**src/rtl/clkgen_pkg.sv**
```systemverilog
// Shared constants and helpers for the clock divider bank.
package clkgen_pkg;

  localparam int MAX_CH     = 16;
  localparam int HALF_1HZ   = 49_999_999;
  localparam int HALF_100HZ = 499_999;
  localparam int HALF_10KHZ = 4_999;

  function automatic int ch_width(input int n);
    return (n > 1) ? $clog2(n) : 1;
  endfunction

endpackage

```
**src/rtl/clkdiv_channel.sv**
```systemverilog
// One programmable divider channel: half-period counter, 50 % square wave and toggle tick.
module clkdiv_channel
  import clkgen_pkg::*;
#(
  parameter int             CNT_W    = 24,
  parameter logic [CNT_W-1:0] DEF_HALF = 24'd4_999_999
) (
  input  logic             clk,
  input  logic             rst,
  input  logic             load_en,
  input  logic [CNT_W-1:0] load_val,
  input  logic             sync,
  output logic             tc,
  output logic             clk_out,
  output logic             tick
);

  logic [CNT_W-1:0] cnt;
  logic [CNT_W-1:0] half;

  assign tc = (cnt == half);

  // NOTE: state registers use non-blocking assignments so every flop samples pre-edge values.
  always_ff @(posedge clk) begin
    if (rst) begin
      cnt     <= '0;
      half    <= DEF_HALF;
      clk_out <= 1'b0;
      tick    <= 1'b0;
    end else begin
      // The top only raises load_en at terminal count or sync, so the period never tears.
      if (load_en) half <= load_val;
      if (sync) begin
        cnt     <= '0;
        clk_out <= 1'b0;
        tick    <= 1'b0;
      end else if (tc) begin
        cnt     <= '0;
        clk_out <= ~clk_out;
        tick    <= 1'b1;
      end else begin
        cnt  <= cnt + CNT_W'(1);
        tick <= 1'b0;
      end
    end
  end

endmodule

```
**src/rtl/clock_divider_bank.sv**
```systemverilog
// Bank of NUM_CH divider channels with a shared reload slot and a display-scan counter.
// Optional CLKGEN_SYNC_EN adds a sync input that realigns every channel.
module clock_divider_bank
  import clkgen_pkg::*;
#(
  parameter int               NUM_CH   = 4,
  parameter int               CNT_W    = 24,
  parameter logic [CNT_W-1:0] DEF_HALF = 24'd4_999_999,
  parameter int               SCAN_W   = 17,
  parameter int               SEL_W    = 2,
  localparam int              CH_W     = ch_width(NUM_CH)
) (
  input  logic              clk,
  input  logic              rst,
  input  logic              cfg_valid,
  input  logic [CH_W-1:0]   cfg_ch,
  input  logic [CNT_W-1:0]  cfg_half,
  output logic              cfg_ready,
  output logic              cfg_err,
`ifdef CLKGEN_SYNC_EN
  input  logic              sync,
`endif
  output logic [NUM_CH-1:0] clk_out,
  output logic [NUM_CH-1:0] tick,
  output logic [SEL_W-1:0]  scan_sel
);

  logic              pend_valid;
  logic [CH_W-1:0]   pend_ch;
  logic [CNT_W-1:0]  pend_half;
  logic [NUM_CH-1:0] tc;
  logic [NUM_CH-1:0] load_en;
  logic              applied;
  logic              sync_i;
  logic              accept;
  logic              bad_ch;
  logic [SCAN_W-1:0] scan_cnt;

`ifdef CLKGEN_SYNC_EN
  assign sync_i = sync;
`else
  assign sync_i = 1'b0;
`endif

  assign accept   = cfg_valid && cfg_ready;
  assign bad_ch   = 32'(cfg_ch) >= 32'(NUM_CH);
  assign scan_sel = scan_cnt[SCAN_W-1 -: SEL_W];

  // NOTE: outputs get defaults before the loop so no path leaves them unassigned (no latch).
  always_comb begin
    load_en = '0;
    applied = 1'b0;
    for (int i = 0; i < NUM_CH; i++) begin
      if (pend_valid && (pend_ch == CH_W'(i)) && (tc[i] || sync_i)) begin
        load_en[i] = 1'b1;
        applied    = 1'b1;
      end
    end
  end

  always_ff @(posedge clk) begin
    if (rst) begin
      pend_valid <= 1'b0;
      pend_ch    <= '0;
      pend_half  <= '0;
      cfg_ready  <= 1'b1;
      cfg_err    <= 1'b0;
      scan_cnt   <= '0;
    end else begin
      scan_cnt <= scan_cnt + SCAN_W'(1);
      cfg_err  <= accept && bad_ch;
      if (accept && !bad_ch) begin
        pend_valid <= 1'b1;
        pend_ch    <= cfg_ch;
        pend_half  <= cfg_half;
        cfg_ready  <= 1'b0;
      end else begin
        if (applied) pend_valid <= 1'b0;
        // Ready trails the slot by a cycle so the new half is live before the next request.
        cfg_ready <= !pend_valid;
      end
    end
  end

  for (genvar g = 0; g < NUM_CH; g++) begin : g_ch
    clkdiv_channel #(
      .CNT_W    (CNT_W),
      .DEF_HALF (DEF_HALF)
    ) u_ch (
      .clk      (clk),
      .rst      (rst),
      .load_en  (load_en[g]),
      .load_val (pend_half),
      .sync     (sync_i),
      .tc       (tc[g]),
      .clk_out  (clk_out[g]),
      .tick     (tick[g])
    );
  end

endmodule
```
**config.mk**
```make
export PLATFORM = sky130hd
export DESIGN_NAME = clock_divider_bank
export DESIGN_NICKNAME = d
export VERILOG_FILES = /design/src/rtl/clkgen_pkg.sv /design/src/rtl/clkdiv_channel.sv /design/src/rtl/clock_divider_bank.sv
export SDC_FILE = /design/constraint.sdc
export NUM_CORES = 1
export LEC_CHECK = 0
export CAP_MARGIN = 0
export CELL_PAD_IN_SITES_DETAIL_PLACEMENT = 1
export CELL_PAD_IN_SITES_GLOBAL_PLACEMENT = 1
export CORE_MARGIN = 4
export CORE_UTILIZATION = 42
export CTS_BUF_LIST = sky130_fd_sc_hd__clkbuf_16
export CTS_CLUSTER_DIAMETER = 40
export DETAILED_ROUTE_END_ITERATION = 8
export PLACE_DENSITY = 0.73
export REMOVE_ABC_BUFFERS = 1
export SLEW_MARGIN = 10
export SYNTH_ARGS = -nofsm -noshare
export SYNTH_HDL_FRONTEND = slang
export SYNTH_SLANG_ARGS = --single-unit
```
**constraint.sdc**
```tcl
create_clock -name clk -period 2.15 [get_ports clk]
set_clock_uncertainty 0.1 [all_clocks]
set_input_delay 0.43 -clock clk [delete_from_list [all_inputs] [get_ports clk]]
set_output_delay 0.43 -clock clk [all_outputs]
set_load 0.01 [all_outputs]
```
== Word level (Yosys, flattened, before mapping) ==
Index checks and enable logic that the tools add are counted.
Word-level totals
  register bits after elaboration: 245
  input port bits: 29
  output and inout port bits: 12
  word-level logic and storage cells: 67
Cells by class
  add/sub/neg operators: 5
  equal/unequal tests: 7
  multiplexer cells: 14
  bitwise logic cells: 4
  reductions and logical operators: 16
Operators by type and width (count)
  24-bit by 1-bit adder with 24-bit output, second input constant: 4
  24-bit equality test: 4
  17-bit by 1-bit adder with 17-bit output, second input constant: 1
  1-bit 2-to-1 mux: 14
  1-bit logical AND: 9
  2-bit OR reduction: 4
  2-bit equality test, second input constant: 2
  1-bit NOT: 4
  2-bit by 1-bit equality test with 1-bit output, second input constant: 1
  2-bit zero test: 1
  2-bit nonzero test: 1
  1-bit zero test: 1

== Depth between registers and ports, before layout ==
  word-level depth: 9
  depth in mapped cells: 8
  gate-level depth less buffers: 6

== Cells and area by module ==
From an unflattened synthesis, not the netlist that was laid out.
Unflattened totals
  cell total of the unflattened synthesis: 1155
  area total of the unflattened synthesis: 10820.4 sq um
Modules (own cells, without submodules)
  clkdiv_channel: instances 4, cells an instance 237, area an instance 2263.4 sq um, sequential area each 1001.0 sq um
  clock_divider_bank: instances 1, cells an instance 207, area an instance 1766.7 sq um, sequential area each 900.9 sq um

== Worst setup path after synthesis ==
No wires, ideal clock.
  path kind: register -> register
  start: reg g_ch[2].u_ch.cnt[11]
  end: reg g_ch[2].u_ch.half[11]
  library setup time: 0.072 ns
  data arrival time: 2.006 ns
  data required time: 1.978 ns
  path slack: -0.028 ns
  cell stages (with the launch flop): 8
  path buffers: 2
  clock period less this slack: 2.178 ns
  cells stage by stage: dfxtp_1 -> clkbuf_1 -> xor2_1 -> nor4_1 -> nand4_1 -> nor4_2 -> buf_6 -> mux2i_1
Between the ends
  word-level cells in the longest chain between the ends: 3
Ends and longest elaborated chain
  start: declaration: RTL line clkdiv_channel.sv:18  | logic [CNT_W-1:0] cnt;
  start signal: assignment: RTL line clkdiv_channel.sv:42  | cnt <= cnt + CNT_W'(1);
  24-bit equality test: RTL line clkdiv_channel.sv:21  | assign tc = (cnt == half);
  1-bit logical AND: RTL line clock_divider_bank.sv:54  | if (pend_valid && (pend_ch == CH_W'(i)) && (tc[i] || sync_i)) begin
  1-bit 2-to-1 mux: RTL line clock_divider_bank.sv:54
  end signal: assignment: RTL line clkdiv_channel.sv:32  | if (load_en) half <= load_val;
  end: declaration: RTL line clkdiv_channel.sv:19  | logic [CNT_W-1:0] half;
Every way passes these cells.
A chain may end at the register's enable or synchronous reset.

== Final worst setup path ==
  start: reg g_ch[2].u_ch.half[17]
  end: reg g_ch[2].u_ch.half[14]
Between the ends
  word-level cells in the longest chain between the ends: 3
Ends and longest elaborated chain (RTL line)
  24-bit equality test: clkdiv_channel.sv:21
  1-bit logical AND: clock_divider_bank.sv:54
  1-bit 2-to-1 mux: clock_divider_bank.sv:54
Every way passes these cells.

==> flow_metrics.env <==
export IMPL_route_met2_wl_um=15400
export IMPL_holdWs_ns=0.329
export IMPL_crit_type="reg -> reg"
export IMPL_die_h_um=169
export IMPL_insertion_delay_ns=0.52
export IMPL_yosys_register_bits=245
export IMPL_avgSynthCellArea_um2=8.46
export IMPL_cts_tree="built"
export IMPL_die_x_um=169
export IMPL_num_vias=9596
export IMPL_cts_sinks=245
export IMPL_outcome="finished clean"
export IMPL_cts_buffer_depth=3
export IMPL_switchingPower_uw=2560
export IMPL_met1_length_um=14500
export IMPL_hold_buffers=0
export IMPL_wire_per_inst_um=18.9
export IMPL_synth_top_flop_cell="dfxtp_1"
export IMPL_period_share_pct=99.0
export IMPL_hp_class="in -> reg"
export IMPL_htree_levels=2
export IMPL_start_util_pct=42.9
export IMPL_firstDrtPassIters=5
export IMPL_final_cell_area_um2=13600
export IMPL_async_reset_ff_share_pct=0
export IMPL_drt_initial_drc_count=651
export IMPL_crit_path_end_kind="flip-flop"
export IMPL_synth_cell_type_count=41
export IMPL_drv_slew=0
export IMPL_core_um2=25300
export IMPL_diodes=0
export IMPL_wl_met3_um=1570
export IMPL_ant_nets=0
export IMPL_top_layer_used="met4"
export IMPL_tightestPinTransition_ns=0.599
export IMPL_ir_worst_vdd_mv=0.604
export IMPL_clk_pin_slew_ns=0.05
export IMPL_power_share_sequential_pct=42.8
export IMPL_antenna_found_initial=0
export IMPL_worstPathRequired_ns=2.48
export IMPL_power_density_nw_per_um2=813
export IMPL_postSynthCellCount=1283
export IMPL_num_fill_cells=2944
export IMPL_max_stage_delay_ns=0.33
export IMPL_grt_pass1_vias=9957
export IMPL_cts_root_buf="clkbuf_16"
export IMPL_die_area_um2=28500
export IMPL_gp_congestion=0.797
export IMPL_slew_headroom_pct=60.1
export IMPL_syn2layout_area_growth_pct=25.1
export IMPL_power_leakage_uw=0.00476
export IMPL_numCtsBuffers=38
export IMPL_drv_cap=0
export IMPL_grt_setup_unrepaired="yes"
export IMPL_fmax_ghz=0.470
export IMPL_crit_arrival_ns=2.46
export IMPL_layout_drive_gt1_share_pct=14.2
export IMPL_final_nets=1395
export IMPL_hold_viol=0
export IMPL_drc=0
export IMPL_pwr_share_comb_pct=3.5
export IMPL_synth_edff_count=0
export IMPL_p_sw_share_pct=23.2
export IMPL_syn_area_um2=10900
export IMPL_critPathTopFamily="simple AND/OR/NAND/NOR gates"
export IMPL_internal_power_uw=8470
export IMPL_worstPathMaxFanout=12
export IMPL_grt_pass1_wl_um=52400
export IMPL_setup_viol=0
export IMPL_ys_warn_count=0
export IMPL_cp_cell_sequence="xor2_1 > nor4_1 > nand4_1 > buf_6 > nor4_4 > buf_4 > buf_12 > mux2i_2"
export IMPL_routed_wl_um=32400
export IMPL_dpl_hpwl_um=21600
export IMPL_rows=58
export IMPL_finalCriticalPeriod_ns=2.13
export IMPL_utilization_pct=53.6
export IMPL_track_usage_pct=22.3
export IMPL_overflow=0
export IMPL_clkPwrFrac_pct=53.8
export IMPL_postPlaceCellArea_um2=12100
export IMPL_critPathBufInv=3
export IMPL_synth_seq_area_share_pct=45.2
export IMPL_vias_per_cell=5.58
export IMPL_io_pins=41
export IMPL_power_uw=11000
export IMPL_io_buffers=39
export IMPL_crit_path_start_kind="flip-flop"
export IMPL_grt_max_degree=123
export IMPL_cpMaxStageDelayCell="nor4_1"
==> flip-flops by register name, summed over array words and instances, names as in the netlist <==
signal             cells
g_ch.u_ch.clk_out      4
g_ch.u_ch.half        96
pend_ch                2
scan_cnt              17
g_ch.u_ch.cnt         96
pend_valid             1
cfg_ready              1
g_ch.u_ch.tick         4
pend_half             24
==> tightest hold or removal path, stage by stage <==
cell and delay, ns:
buf_4 0.10, clkinv_1 0.10, buf_12 0.19, o21ai_0 0.09
==> final cells by class <==
type | count | area (um^2) | share of cell area (%)
clock inverter | 30 | 272 | 2.00
clock buffer | 38 | 951 | 7.00
tap | 330 | 413 | 3.04
timing repair buffer | 125 | 1220 | 9.01
inverter | 19 | 71.3 | 0.525
sequential | 245 | 4920 | 36.2
multi-input combinational | 932 | 5730 | 42.2
==> cells by family (layout without fill, tap and decap cells) <==
logic type                 after synthesis  in the layout  share of synthesized area [%]
DFF                                    245            245                           45.2
muxes                                   13             13                           1.20
AOI/OAI and AO/OA                      204            204                           9.76
buffers and inverters                  106            212                           4.12
other                                    1              1                         0.0346
and+or+nand+nor                        521            521                           23.9
adders and majority gates                5              5                          0.576
xor gates and xnor gates               188            188                           15.2
==> worst paths after layout <==
check	from	end	slack, ns	depth (start not counted)
worst min-delay path	rst	g_ch[1].u_ch.half[14]$_SDFFE_PP1P_	0.33	4
worst min register to register	scan_cnt[0]$_SDFF_PP0_	scan_cnt[0]$_SDFF_PP0_	0.35	1
worst max-delay path	g_ch[2].u_ch.half[17]$_SDFFE_PP0P_	g_ch[2].u_ch.half[14]$_SDFFE_PP1P_	0.02	8
worst max register to register	g_ch[2].u_ch.half[17]$_SDFFE_PP0P_	g_ch[2].u_ch.half[14]$_SDFFE_PP1P_	0.02	8
==> synthesized netlist by cell type (all sizes together) (18+ instances only) <==
library cell / number / area [um^2]
a21oi: 98 / 490
clkbuf: 73 / 274
dfxtp: 245 / 4900
inv: 18 / 67.6
nand2: 87 / 327
nand3: 78 / 395
nand4: 88 / 551
nor2: 149 / 559
nor3: 32 / 160
nor4: 33 / 213
o21ai: 91 / 455
xnor2: 69 / 604
xor2: 119 / 1040
==> timing repair <==
action,in CTS,in global routing
cloned,0,1
pin swaps,0,12
gates resized for setup,6,43
endpoints found under the setup margin,11,152
setup buffers,0,3
==> cell usage in the layout (no fill, tap or decap), drive strengths merged, types with 32 or more instances in the layout <==
master,count
o21ai,91
nor3,32
nand2,87
xor2,119
nor2,149
clkbuf,39
a21oi,98
nand3,78
nand4,88
xnor2,69
clkdlybuf4s50,38
dfxtp,245
nor4,33
buf,86
==> per-stage QoR <==
stage / setup WS [ns] / setup TNS [ns] / std cells
6_report: 0.0212 / 0 / 1719
5_1_grt: -0.0815 / -0.128 / 1719
4_1_cts: -0.00541 / -0.00541 / 1715
3_5_place_dp: -0.0483 / -0.143 / 1647
3_3_place_gp: 0.00139 / 0 / 1647
2_1_floorplan: -1.08 / -104.22 / 1196
==> power by group through the flow <==
stage / logic, uW / registers (uW) / clock network, uW
after floorplan: 159 / 4750 / 0
after global placement: 366 / 4810 / 0
after detailed placement: 375 / 4810 / 0
after CTS: 377 / 4720 / 6060
after global routing: 420 / 4720 / 6280
final: 382 / 4720 / 5930
==> routing by layer <==
metal | vias to the layer above | track usage [%]
met5 | - | 0
met4 | 0 | 7.62
met3 | 72 | 3.83
met2 | 220 | 36.4
met1 | 4672 | 30.0
li1 | 4632 | -
Power figures use the tool's default switching activity.
